File: config.mk
export PLATFORM = sky130hd
export DESIGN_NAME = zphoton_counter_array_flat
export DESIGN_NICKNAME = d
export VERILOG_FILES = /design/src/rtl/zphoton_counter_array_if.sv /design/src/rtl/zphoton_counter_array.sv /design/src/flat_wrapper.sv
export SDC_FILE = /design/constraint.sdc
export NUM_CORES = 1
export LEC_CHECK = 0
export CORE_MARGIN = 2
export CORE_UTILIZATION = 55
export CTS_CLUSTER_SIZE = 24
export DETAILED_ROUTE_END_ITERATION = 8
export HOLD_SLACK_MARGIN = 0.02
export MAX_ROUTING_LAYER = met4
export PLACE_DENSITY = 0.81
export SLEW_MARGIN = 10
export SYNTH_ARGS = -nofsm -noshare
export SYNTH_HDL_FRONTEND = slang
export SYNTH_SLANG_ARGS = --single-unit
File: constraint.sdc
create_clock -name clk -period 31.6 [get_ports clk]
set_input_delay 4.74 -clock clk [delete_from_list [all_inputs] [get_ports clk]]
set_output_delay 4.74 -clock clk [all_outputs]
set_load 0.02 [all_outputs]
File: src/rtl/zphoton_counter_array_if.sv
// Result handoff between the photon counter and the display sequencer.
// The counter side drives the latched result; the display side returns ack.
interface zphoton_counter_array_if #(
   parameter int CHANNELS  = 4,
   parameter int CNT_WIDTH = 32
);
   logic                          valid;
   logic                          ack;
   logic                          overrun;
   logic [CHANNELS*CNT_WIDTH-1:0] counts;
   logic [CHANNELS-1:0]           overflow;

   modport master (
      output valid,
      output overrun,
      output counts,
      output overflow,
      input  ack
   );

   modport slave (
      input  valid,
      input  overrun,
      input  counts,
      input  overflow,
      output ack
   );
endinterface

File: src/rtl/zphoton_counter_array.sv
// Multi-channel gated photon counter with built-in test-pulse generator.
//
//   state  | meaning
//   -------+-----------------------------------------------------------
//   IDLE   | no gate open; waits for start (single-shot) or mode=1
//   GATING | gate window open; live counters accumulate detected edges
//
// The live overflow bit is set when an edge arrives while the live counter
// already holds its maximum value; the count itself never wraps.
module zphoton_counter_array #(
   parameter int CHANNELS    = 4,
   parameter int CNT_WIDTH   = 32,
   parameter int GATE_CYCLES = 20_000_000,
   parameter int TEST_PERIOD = 20_000_000
) (
   input  logic                  clk,
   input  logic                  rst,
   input  logic [CHANNELS-1:0]   ex_pulse,
   input  logic                  test_sel,
   input  logic                  mode,
   input  logic                  start,
   output logic                  test_pulse,
   output logic                  busy,
   zphoton_counter_array_if.master res
);

   localparam int TPW = (TEST_PERIOD > 1) ? $clog2(TEST_PERIOD) : 1;
   localparam int GW  = $clog2(GATE_CYCLES);
   localparam logic [TPW-1:0]       TP_LAST   = TPW'(TEST_PERIOD - 1);
   localparam logic [GW-1:0]        GATE_LAST = GW'(GATE_CYCLES - 1);
   localparam logic [CNT_WIDTH-1:0] CNT_MAX   = {CNT_WIDTH{1'b1}};

   typedef enum logic {IDLE, GATING} state_t;

   state_t                        state;
   logic [TPW-1:0]                tp_cnt;
   logic [GW-1:0]                 gate_cnt;
   logic [CHANNELS-1:0]           sync1, sync2, prev, sel, rise;
   logic [CNT_WIDTH-1:0]          live    [CHANNELS];
   logic [CNT_WIDTH-1:0]          live_nx [CHANNELS];
   logic [CHANNELS-1:0]           live_ovf, live_ovf_nx;
   logic [CHANNELS*CNT_WIDTH-1:0] live_flat;
   logic                          valid_q, overrun_q;
   logic [CHANNELS*CNT_WIDTH-1:0] counts_q;
   logic [CHANNELS-1:0]           overflow_q;

   assign res.valid    = valid_q;
   assign res.overrun  = overrun_q;
   assign res.counts   = counts_q;
   assign res.overflow = overflow_q;

   // Free-running test generator; pulse is registered on the terminal count.
   always_ff @(posedge clk or posedge rst) begin
      if (rst) begin
         tp_cnt     <= '0;
         test_pulse <= 1'b0;
      end else begin
         test_pulse <= (tp_cnt == TP_LAST);
         tp_cnt     <= (tp_cnt == TP_LAST) ? '0 : tp_cnt + TPW'(1);
      end
   end

   // Two-flop synchroniser on the external pins plus the edge-detect history.
   always_ff @(posedge clk or posedge rst) begin
      if (rst) begin
         sync1 <= '0;
         sync2 <= '0;
         prev  <= '0;
      end else begin
         sync1 <= ex_pulse;
         sync2 <= sync1;
         prev  <= sel;
      end
   end

   assign sel  = test_sel ? {CHANNELS{test_pulse}} : sync2;
   assign rise = sel & ~prev;

   // Post-increment view of the live counters, used both for counting and latching.
   always_comb begin
      live_ovf_nx = live_ovf;
      live_flat   = '0;
      for (int k = 0; k < CHANNELS; k++) begin
         live_nx[k] = live[k];
         if (rise[k]) begin
            if (live[k] == CNT_MAX) live_ovf_nx[k] = 1'b1;
            else                    live_nx[k]     = live[k] + CNT_WIDTH'(1);
         end
         live_flat[k*CNT_WIDTH +: CNT_WIDTH] = live_nx[k];
      end
   end

   // Gate sequencing, live counting, result latch and valid/ack handshake.
   always_ff @(posedge clk or posedge rst) begin
      if (rst) begin
         state      <= IDLE;
         busy       <= 1'b0;
         gate_cnt   <= '0;
         live_ovf   <= '0;
         valid_q    <= 1'b0;
         overrun_q  <= 1'b0;
         counts_q   <= '0;
         overflow_q <= '0;
         for (int k = 0; k < CHANNELS; k++) live[k] <= '0;
      end else begin
         // An accepted ack retires the result; a coincident gate end below
         // re-raises valid for the fresh result.
         if (valid_q && res.ack) begin
            valid_q   <= 1'b0;
            overrun_q <= 1'b0;
         end
         case (state)
            IDLE: begin
               if (mode || start) begin
                  state    <= GATING;
                  busy     <= 1'b1;
                  gate_cnt <= '0;
                  live_ovf <= '0;
                  for (int k = 0; k < CHANNELS; k++) live[k] <= '0;
               end
            end
            GATING: begin
               if (gate_cnt == GATE_LAST) begin
                  counts_q   <= live_flat;
                  overflow_q <= live_ovf_nx;
                  valid_q    <= 1'b1;
                  if (valid_q && !res.ack) overrun_q <= 1'b1;
                  gate_cnt   <= '0;
                  live_ovf   <= '0;
                  for (int k = 0; k < CHANNELS; k++) live[k] <= '0;
                  if (!mode) begin
                     state <= IDLE;
                     busy  <= 1'b0;
                  end
               end else begin
                  gate_cnt <= gate_cnt + GW'(1);
                  live_ovf <= live_ovf_nx;
                  for (int k = 0; k < CHANNELS; k++) live[k] <= live_nx[k];
               end
            end
         endcase
      end
   end

endmodule

File: src/flat_wrapper.sv
// flat-port wrapper written by rule: the top's interface ports become plain ports
module zphoton_counter_array_flat 
#(
   parameter int CHANNELS    = 4,
   parameter int CNT_WIDTH   = 32,
   parameter int GATE_CYCLES = 20_000_000,
   parameter int TEST_PERIOD = 20_000_000
)
  (clk, rst, ex_pulse, test_sel, mode, start, test_pulse, busy, res_valid, res_overrun, res_counts, res_overflow, res_ack);
  zphoton_counter_array_if #(.CHANNELS(CHANNELS), .CNT_WIDTH(CNT_WIDTH)) res_i ();
  input  logic clk;
  input  logic rst;
  input  logic [CHANNELS-1:0] ex_pulse;
  input  logic test_sel;
  input  logic mode;
  input  logic start;
  output logic test_pulse;
  output logic busy;
  output wire logic [$bits(res_i.valid)-1:0] res_valid;
  output wire logic [$bits(res_i.overrun)-1:0] res_overrun;
  output wire logic [$bits(res_i.counts)-1:0] res_counts;
  output wire logic [$bits(res_i.overflow)-1:0] res_overflow;
  input wire logic [$bits(res_i.ack)-1:0] res_ack;
  assign res_valid = res_i.valid;
  assign res_overrun = res_i.overrun;
  assign res_counts = res_i.counts;
  assign res_overflow = res_i.overflow;
  assign res_i.ack = res_ack;
  zphoton_counter_array #(.CHANNELS(CHANNELS), .CNT_WIDTH(CNT_WIDTH), .GATE_CYCLES(GATE_CYCLES), .TEST_PERIOD(TEST_PERIOD)) u_core (.clk(clk), .rst(rst), .ex_pulse(ex_pulse), .test_sel(test_sel), .mode(mode), .start(start), .test_pulse(test_pulse), .busy(busy), .res(res_i));
endmodule
==> metrics.yaml <==
outcome: "finished, final reports clean"
slew_headroom_pct: 29.09
dr_total_vias: 14470
diodes: 0
numPortBuffers: 145
crit_fanout: 134
p_sw_uw: 227.4
synth.yosys.seq_area_share_pct: 48.17
internal_power_uw: 709.7
syn_area_um2: 17190
synth-xor-area-share_pct: 7.488
cp-end-kind: "async pin"
die_y_um: 180.8
yosys_warnings: 0
post-route-min-period_ps: 7849
p_sw_share_pct: 24.27
post-cts-setup-buffers: 0
hold_buffers: 0
hp-class: "reg -> reg"
gp_congestion: 0.8877
root_buffer: "clkbuf_16"
slowest_stage: "buf_4"
fin_skew_ps: 18.07
drv_cap: 0
gr-total-overflow: 0
path_buf_inv: 5
async_reset_ff_share_pct: 100.0
critPathLaunchType: "input port"
final_max_slew_viol_count: 0
p_seq_share_pct: 50.2
setup_violations: 0
wl_mm: 40.74
grt_pass1_vias: 14000
ir_worst_vdd_mv: 0.04088
synth_top_family_by_area: "simple AND/OR/NAND/NOR gates"
crit_arrival_ps: 8360
place_hpwl_mm: 26.75
fp.dieW_um: 180.8
drtIter0Drc: 1313
syn_to_final_growth_pct: 15.45
grt_pass1_wl_mm: 69.32
syn_area_per_cell_um2: 9.069
synth_simple_gate_area_share_pct: 21.79
tightest_slew_ps: 1056
cts_max_level: 2
rows: 64
cp.required_ps: 32110
clockBufferDepth: 3
worstSetupStartpoint: "rst"
grt.total_usage_pct: 25.76
rsz0062_at_grt: "false"
core_area_um2: 30670
synth_nets: 1912
p_clk_share_pct: 43.7
syn_inst: 1896
p_leak_nw: 8.390
ys_seq_elements: 331
clkTransAtPathRegs_ps: 60
max_freq_mhz: 127.4
io_pins: 146
p_per_area_nw_per_um2: 47.21
muxShareOfSynthArea_pct: 0.8805
dieArea_um2: 32690
nets: 1975
synth-compound-area-share_pct: 17.52
drive_gt1_share_pct: 4.642
postRouteAntennaNets: 0
worst_path_most_repeated_cell: "buf_4"
hold_slack_ps: 353.4
ys.flop_type: "dfrtp_1"
worstPathCellList: "clkdlybuf4s50_1 > inv_8 > buf_4 > buf_4 > buf_4"
synth_edf_count: 0
post-route-period-util_pct: 24.84
path_class: "in -> async"
min_from: "u_core.sync1[1]"
comb_power_share_pct: 6.1
clk_latency_ps: 520
r2r_start: "u_core.gate_cnt[0]"
vias_per_cell: 6.085
cts_buffers: 35
ys_types: 72
cts.sinks: 331
grt_max_degree: 135
fin_setup_tns_ps: 0
cts_tree: "yes"
wl_per_cell_um: 17.13
drc: 0
slowest_delay_ps: 880
dr.pass1.iters: 5
cpLargestDelayFamily: "buffers and inverters"
post_cts_resized: 0
antenna_found_initial: 0
final_util_pct: 64.72
synthAdderAreaFrac_pct: 0.4366
hold_viol: 0
start_util_pct: 56.06
layout make-up:
type                            instances  area, um^2
Fill cell                            2508       10820
Sequential cell                       331        8283
Multi-Input combinational cell       1411        8297
Clock buffer                           48        1027
Inverter                               24       97.59
Tap cell                              396       495.5
Clock inverter                         12       116.4
Timing Repair Buffer                  156        1534
power groups by stage:
stage	Clock (mW)	Sequential, mW	Combinational (mW)
after floorplan	0	0.464	0.0538
after global placement	0	0.475	0.0548
after detailed placement	0	0.476	0.0575
after CTS	0.418	0.469	0.0578
after global routing	0.436	0.473	0.0652
final	0.410	0.470	0.0571
metal layers:
layer / GRT usage [%] / wire [um] / vias up
li1: - / - / 6967
met1: 35.24 / 18550 / 6991
met2: 40.33 / 19180 / 428
met3: 3.548 / 2035 / 84
met4: 7.613 / 973 / 0
met5: - / 0 / -
sequential cells by signal, indices dropped and copies added, names as in the netlist, named ones only:
register	cells
u_core.test_pulse	1
u_core.res.counts	128
u_core.gate_cnt	25
u_core.prev	4
u_core.state	1
u_core.live_ovf	4
u_core.res.valid	1
u_core.busy	1
u_core.sync2	4
u_core.live	128
u_core.sync1	4
u_core.tp_cnt	25
u_core.res.overflow	4
kinds of logic after synthesis:
family	after synthesis
DFF	331
xor gates and xnor gates	147
buffers and inverters	154
AOI/OAI and AO/OA	502
muxes	15
and+or+nand+nor	741
adders and majority gates	6
worst reg2reg max path: stages (launching register included):
cell and delay (ps):
dfrtp_1 380, ha_1 230, and4_1 240, nand4_1 350
o31ai_4 290, buf_4 690, buf_4 890, o21ai_0 330
a22o_1 250
cell usage after synthesis, types with 3 or more instances:
library cell / number / area, um^2
a2111oi_1: 3 / 30.03
a32o_1: 5 / 50.05
nor4_1: 25 / 156.4
o21ai_0: 134 / 670.6
a31oi_1: 72 / 450.4
nand4_1: 59 / 369.1
and3_1: 53 / 331.6
nand2_1: 300 / 1126
mux2i_1: 14 / 140.1
nor3_1: 37 / 185.2
a21oi_1: 43 / 215.2
ha_1: 6 / 75.07
xor2_1: 67 / 586.8
and2_1: 10 / 62.56
o21ai_1: 137 / 685.7
or3_1: 12 / 75.07
nand3_1: 79 / 395.4
o21a_1: 5 / 37.54
nand4b_1: 4 / 35.03
o31ai_1: 39 / 292.8
a21o_1: 14 / 105.1
dfrtp_1: 331 / 8283
nor3b_1: 9 / 67.56
nor4_2: 3 / 37.54
xnor2_1: 80 / 700.7
buf_4: 3 / 22.52
nor4b_1: 5 / 43.79
nor2_1: 80 / 300.3
a41oi_1: 7 / 61.31
nand2b_1: 12 / 75.07
nor2b_1: 4 / 25.02
buf_2: 33 / 165.2
and4_1: 30 / 262.8
inv_1: 24 / 90.09
a22o_1: 16 / 140.1
clkbuf_1: 91 / 341.6
or4_1: 6 / 45.04
stage by stage:
step,setup slack [ps],instances,power [mW],area (um^2)
detailed placement,23000,2318,0.5338,18710
CTS,23520,2378,0.9447,19850
finish,23750,2378,0.9371,19850
global placement,23000,2318,0.5298,18710
global route,23120,2378,0.9741,19850
floorplan,17690,1896,0.5177,17190
layout by cell type, fill, tap and decap left out, types with 6 or more instances in the layout:
cell type / count
and4_1: 30
or3_1: 11
clkbuf_16: 37
o31ai_1: 39
nand3_1: 79
xor2_1: 67
nand2_1: 300
a31oi_1: 72
and3_1: 53
mux2i_1: 14
nand4_1: 59
inv_1: 23
a41oi_1: 7
and2_1: 10
nand2b_1: 12
nor2_1: 80
ha_1: 6
clkdlybuf4s50_1: 145
clkinv_2: 8
o21ai_0: 134
nor3_1: 36
nor3b_1: 9
a21o_1: 14
xnor2_1: 80
dfrtp_1: 331
buf_4: 11
clkbuf_8: 6
nor4_1: 25
o21ai_1: 137
a22o_1: 16
a21oi_1: 43
final timing paths:
kind / to / slack [ps] / depth (start not counted)
max reg2reg: u_core.live[12] / 27830 / 8
min reg2reg: u_core.sync2[1] / 350 / 0
max: u_core.res.counts[114] / 23750 / 5
min: u_core.sync2[1] / 350 / 0
max in group clk: u_core.res.counts[68] / 24480 / 8
min in group asynchronous: u_core.live[78] / 4760 / 2
(Power assumes the default switching activity.)
